### config.mk
export PLATFORM = sky130hd
export DESIGN_NAME = apb_slave_regfile
export DESIGN_NICKNAME = d
export VERILOG_FILES = /design/src/rtl/apb_slave_regfile.sv
export SDC_FILE = /design/constraint.sdc
export NUM_CORES = 1
export LEC_CHECK = 0
export ABC_AREA = 1
export ABC_CLOCK_PERIOD_IN_PS = 3320
export CAP_MARGIN = 5
export CORE_MARGIN = 3
export CORE_UTILIZATION = 31
export DETAILED_ROUTE_END_ITERATION = 10
export SKIP_CTS_REPAIR_TIMING = 1
export SLEW_MARGIN = 20
export SYNTH_ARGS = -nofsm -noshare
export SYNTH_HDL_FRONTEND = slang
export SYNTH_SLANG_ARGS = --single-unit
export TNS_END_PERCENT = 10
### constraint.sdc
create_clock -name clk -period 3.32 [get_ports clk]
set_clock_uncertainty 0.05 [all_clocks]
set_input_delay 0.664 -clock clk [delete_from_list [all_inputs] [get_ports clk]]
set_output_delay 0.664 -clock clk [all_outputs]
set_load 0.01 [all_outputs]
### src/rtl/apb_slave_regfile.sv
// APB completer holding a DEPTH x DATA_W register file with programmable
// access-phase wait states and pslverr for out-of-range addresses.
module apb_slave_regfile #(
    parameter int ADDR_W      = 8,
    parameter int DATA_W      = 8,
    parameter int DEPTH       = 16,
    parameter int WAIT_STATES = 1
) (
    input  logic              clk,
    input  logic              prst,
    input  logic              psel,
    input  logic              penable,
    input  logic              pwrite,
    input  logic [ADDR_W-1:0] paddr,
    input  logic [DATA_W-1:0] pwdata,
    output logic [DATA_W-1:0] prdata,
    output logic              pready,
    output logic              pslverr
);
    localparam int              IDX_W   = (DEPTH > 1) ? $clog2(DEPTH) : 1;
    localparam logic [ADDR_W:0] DEPTH_X = (ADDR_W + 1)'(DEPTH);
    localparam logic [3:0]      WS      = 4'(WAIT_STATES);

    typedef enum logic [1:0] {IDLE, ACCESS, DONE} state_t;

    state_t            state;
    logic [DATA_W-1:0] regs [DEPTH];
    logic [ADDR_W-1:0] a_addr;
    logic              a_wr;
    logic [DATA_W-1:0] a_data;
    logic [3:0]        wcnt;

    logic              setup;
    logic              setup_err;
    logic              acc_err;
    logic [DATA_W-1:0] setup_rd;
    logic [DATA_W-1:0] acc_rd;

    // Unsigned compare on the full address, one extra bit so DEPTH == 2**ADDR_W fits.
    assign setup     = psel && !penable;
    assign setup_err = {1'b0, paddr} >= DEPTH_X;
    assign acc_err   = {1'b0, a_addr} >= DEPTH_X;
    assign setup_rd  = setup_err ? '0 : regs[paddr[IDX_W-1:0]];
    assign acc_rd    = acc_err ? '0 : regs[a_addr[IDX_W-1:0]];

    always_ff @(posedge clk) begin
        if (prst) begin
            state   <= IDLE;
            wcnt    <= '0;
            pready  <= 1'b0;
            pslverr <= 1'b0;
            prdata  <= '0;
            a_addr  <= '0;
            a_wr    <= 1'b0;
            a_data  <= '0;
            for (int i = 0; i < DEPTH; i++) regs[i] <= '0;
        end else begin
            case (state)
                IDLE, DONE: begin
                    if (setup) begin
                        a_addr <= paddr;
                        a_wr   <= pwrite;
                        a_data <= pwdata;
                        wcnt   <= WS;
                        state  <= ACCESS;
                        // Zero wait states: the response is ready on the first access cycle.
                        if (WS == 4'd0) begin
                            pready  <= 1'b1;
                            pslverr <= setup_err;
                            if (!pwrite) prdata <= setup_rd;
                        end
                    end else begin
                        state <= IDLE;
                    end
                end
                ACCESS: begin
                    if (!psel) begin
                        pready  <= 1'b0;
                        pslverr <= 1'b0;
                        wcnt    <= '0;
                        state   <= IDLE;
                    end else if (penable) begin
                        if (pready) begin
                            pready  <= 1'b0;
                            pslverr <= 1'b0;
                            state   <= DONE;
                            if (a_wr && !acc_err) regs[a_addr[IDX_W-1:0]] <= a_data;
                        end else if (wcnt > 4'd1) begin
                            wcnt <= wcnt - 4'd1;
                        end else begin
                            wcnt    <= '0;
                            pready  <= 1'b1;
                            pslverr <= acc_err;
                            if (!a_wr) prdata <= acc_rd;
                        end
                    end
                end
                default: state <= IDLE;
            endcase
        end
    end
endmodule
==> impl_metrics.env <==
export IMPL_grt_usage_pct=14.8
export IMPL_place_hpwl_mm=12.2
export IMPL_grt_max_degree=65
export IMPL_final_max_slew_viol_count=0
export IMPL_syn_area_mm2=0.00778
export IMPL_synth_xor_area_share_pct=0
export IMPL_final_min_clock_period_ns=2.71
export IMPL_first_pass_iters=5
export IMPL_final_nets=914
export IMPL_grt_pass1_wl_mm=29.7
export IMPL_numCtsBuffers=17
export IMPL_yosysSeqAreaShare_pct=58.9
export IMPL_cp_max_fo=64
export IMPL_place_congestion=0.884
export IMPL_finalHoldViolCount=0
export IMPL_synth_most_common_cell="nand2_1"
export IMPL_tightest_slew_ns=1.10
export IMPL_htree_levels=4
export IMPL_synth_top_cell_by_area="edfxtp_1"
export IMPL_n_antenna_cell=0
export IMPL_pre_cts_slack_ns=0.451
export IMPL_wire_per_inst_um=15.8
export IMPL_relSlewSlack_pct=26.5
export IMPL_powerDensity_mw_per_mm2=542
export IMPL_synth_edf_count=128
export IMPL_clock_sinks=165
export IMPL_min_path_type="flop to flop"
export IMPL_synth_top_area_share_pct=49.4
export IMPL_avgSynthCellArea_um2=8.91
export IMPL_min_from="prdata[3]$_SDFFE_PP0P_"
export IMPL_ys_flop_type="edfxtp_1"
export IMPL_via_count=5734
export IMPL_fmax_mhz=369
export IMPL_status="completed"
export IMPL_clock_path_buffers=2
export IMPL_drv_cap=0
export IMPL_core_mm2=0.0245
export IMPL_ant_nets=0
export IMPL_ys_ff_latch=165
export IMPL_clk_insertion_delay_late_ns=0.42
export IMPL_arrival_ns=3.01
export IMPL_reg2regPathDepth=8
export IMPL_die_y_um=164
export IMPL_viasPerCell=4.67
export IMPL_tritoncts="done"
export IMPL_async_flop_share_pct=0
export IMPL_synth_commonest_cells="nand2_1, nor2_1, edfxtp_1"
export IMPL_period_share_pct=81.6
export IMPL_critPathLaunchType="flop"
export IMPL_drt_initial_drc_count=731
export IMPL_antenna_found_initial=0
export IMPL_leakage_nw=3.60
export IMPL_synth_warnings=0
export IMPL_rows=57
export IMPL_gr_total_overflow=0
export IMPL_path_clk_slew_ns=0.06
export IMPL_die_area_mm2=0.0270
export IMPL_reg2reg_slack_ns=0.61
export IMPL_whs_endpoint="prdata[3]$_SDFFE_PP0P_"
export IMPL_routed_wl_mm=19.4
export IMPL_route_detailed_drc=0
export IMPL_drive_above_1_share_pct=7.41
export IMPL_synthSimpleGateAreaFrac_pct=28.4
export IMPL_peakVddDrop_mv=0.363
export IMPL_dieWidth_um=164
export IMPL_ioPinCount=31
export IMPL_yosysUniqueCellTypes=27
export IMPL_synth_compound_area_share_pct=3.62
export IMPL_hold_depth=2
export IMPL_initial_utilization_pct=31.8
export IMPL_setup_viol=0
export IMPL_area_delta_synth_final_pct=15.9
export IMPL_synth_top_family_by_area="simple AND/OR/NAND/NOR gates"
export IMPL_cts_root_buf="clkbuf_16"
export IMPL_end_kind="flop"
export IMPL_io_buffers=30
export IMPL_synthCells=874
export IMPL_setup_worst_path_class="flop to flop"
export IMPL_grt_pass1_vias=5408
export IMPL_synthMuxAreaShare_pct=0
export IMPL_setup_tns_ns=0
export IMPL_rsz0062_at_grt="false"
export IMPL_synth_nets=897
export IMPL_synth_fa_ha_area_share_pct=0.321
export IMPL_fin_ws_ns=0.612
export IMPL_synthTopCellsByArea="edfxtp_1, nand2_1, dfxtp_1, nor2_1, nand3_1"
export IMPL_timing_rr_end="prdata[6]$_SDFFE_PP0P_"
export IMPL_required_ns=3.62
==> cells by family (layout without fill, tap and decap cells) <==
| group | after synthesis | count (layout) |
|---|---|---|
| flip-flops | 165 | 165 |
| adder cells (fa/ha/maj) | 2 | 2 |
| AND/OR/NAND/NOR | 476 | 476 |
| buffers and inverters | 176 | 206 |
| AO/OA/AOI/OAI | 55 | 55 |
==> placed cells by master, fill, tap and decap left out, drive strengths merged <==
master         Yosys  layout
clkdlybuf4s50      0      30
clkinv             8      13
dfxtp             37      37
nor3               4       4
a211oi             1       1
nand2            211     211
nor3b              1       1
o21ai             23      23
ha                 2       2
nor2             141     141
clkbuf            28      21
nand4             20      20
a21oi             29      29
a31oi              1       1
buf               14      10
inv              126     125
bufinv             0       5
nand3             99      99
clkinvlp           0       2
o211ai             1       1
edfxtp           128     128
==> state kept, by name, indices dropped and copies added (netlist names), named ones only <==
register and cells:
a_data 8, a_wr 1, regs 128, wcnt 4, state 2, pslverr 1, prdata 8, pready 1
a_addr 8
==> how the worst max path moves through the flow <==
| stage | slack [ns] | start | endpoint | cells after the start |
|---|---|---|---|---|
| finish | 0.61 | flop | prdata[6]$_SDFFE_PP0P_ | 8 |
| global route | 0.30 | flop | prdata[6]$_SDFFE_PP0P_ | 8 |
| CTS | 0.90 | psel | regs[9][5]$_SDFFCE_PN0P_ | 6 |
| detailed placement | 0.45 | psel | regs[9][0]$_SDFFCE_PN0P_ | 6 |
| global placement | 0.52 | psel | regs[13][3]$_SDFFCE_PN0P_ | 6 |
| floorplan | 1.09 | prst | regs[4][0]$_SDFFCE_PN0P_ | 6 |
==> report_power, final <==
group / leakage (nW) / total [mW] / internal (mW) / switching, mW
Combinational: 1.68 / 0.464 / 0.125 / 0.339
Sequential: 1.62 / 2.34 / 2.29 / 0.0450
Clock: 0.294 / 2.09 / 1.33 / 0.761
==> final cells by class <==
class	instances	area, µm²
Clock buffer	21	440
Clock inverter	11	181
Fill cell	2493	15400
Inverter	134	504
Multi-Input combinational cell	533	2510
Sequential cell	165	4590
Tap cell	324	405
Timing Repair Buffer	40	388
==> critical path: stages, from the launching register on <==
cell and delay [ns]:
dfxtp_2 0.65, clkinv_2 0.86, nand2_1 0.24, nand3_1 0.14, nand3_1 0.17, nand3_1 0.13
nand2_1 0.17, nand2_1 0.07, a21oi_1 0.13
==> layer usage <==
metal  GRT usage (%)  share of wire, %  vias up
li1                -                 -     2840
met1            19.7                44     2648
met2            23.1                46      205
met3            3.24               6.6       41
met4            6.67               3.6        0
met5               0                 0        -
==> stage by stage <==
step	power, mW	hold WS, ns	cell area, µm²	util, %	instances
final	4.89	0.412	9020	36.9	1228
after global routing	5.05	0.432	9020	36.9	1228
after CTS	4.90	0.416	9020	36.9	1228
after detailed placement	2.84	0.406	8400	34.3	1196
after global placement	2.84	0.403	8400	34.3	1196
after floorplan	2.66	0.395	7780	-	874
No activity file was read; power rests on OpenSTA's default activity.
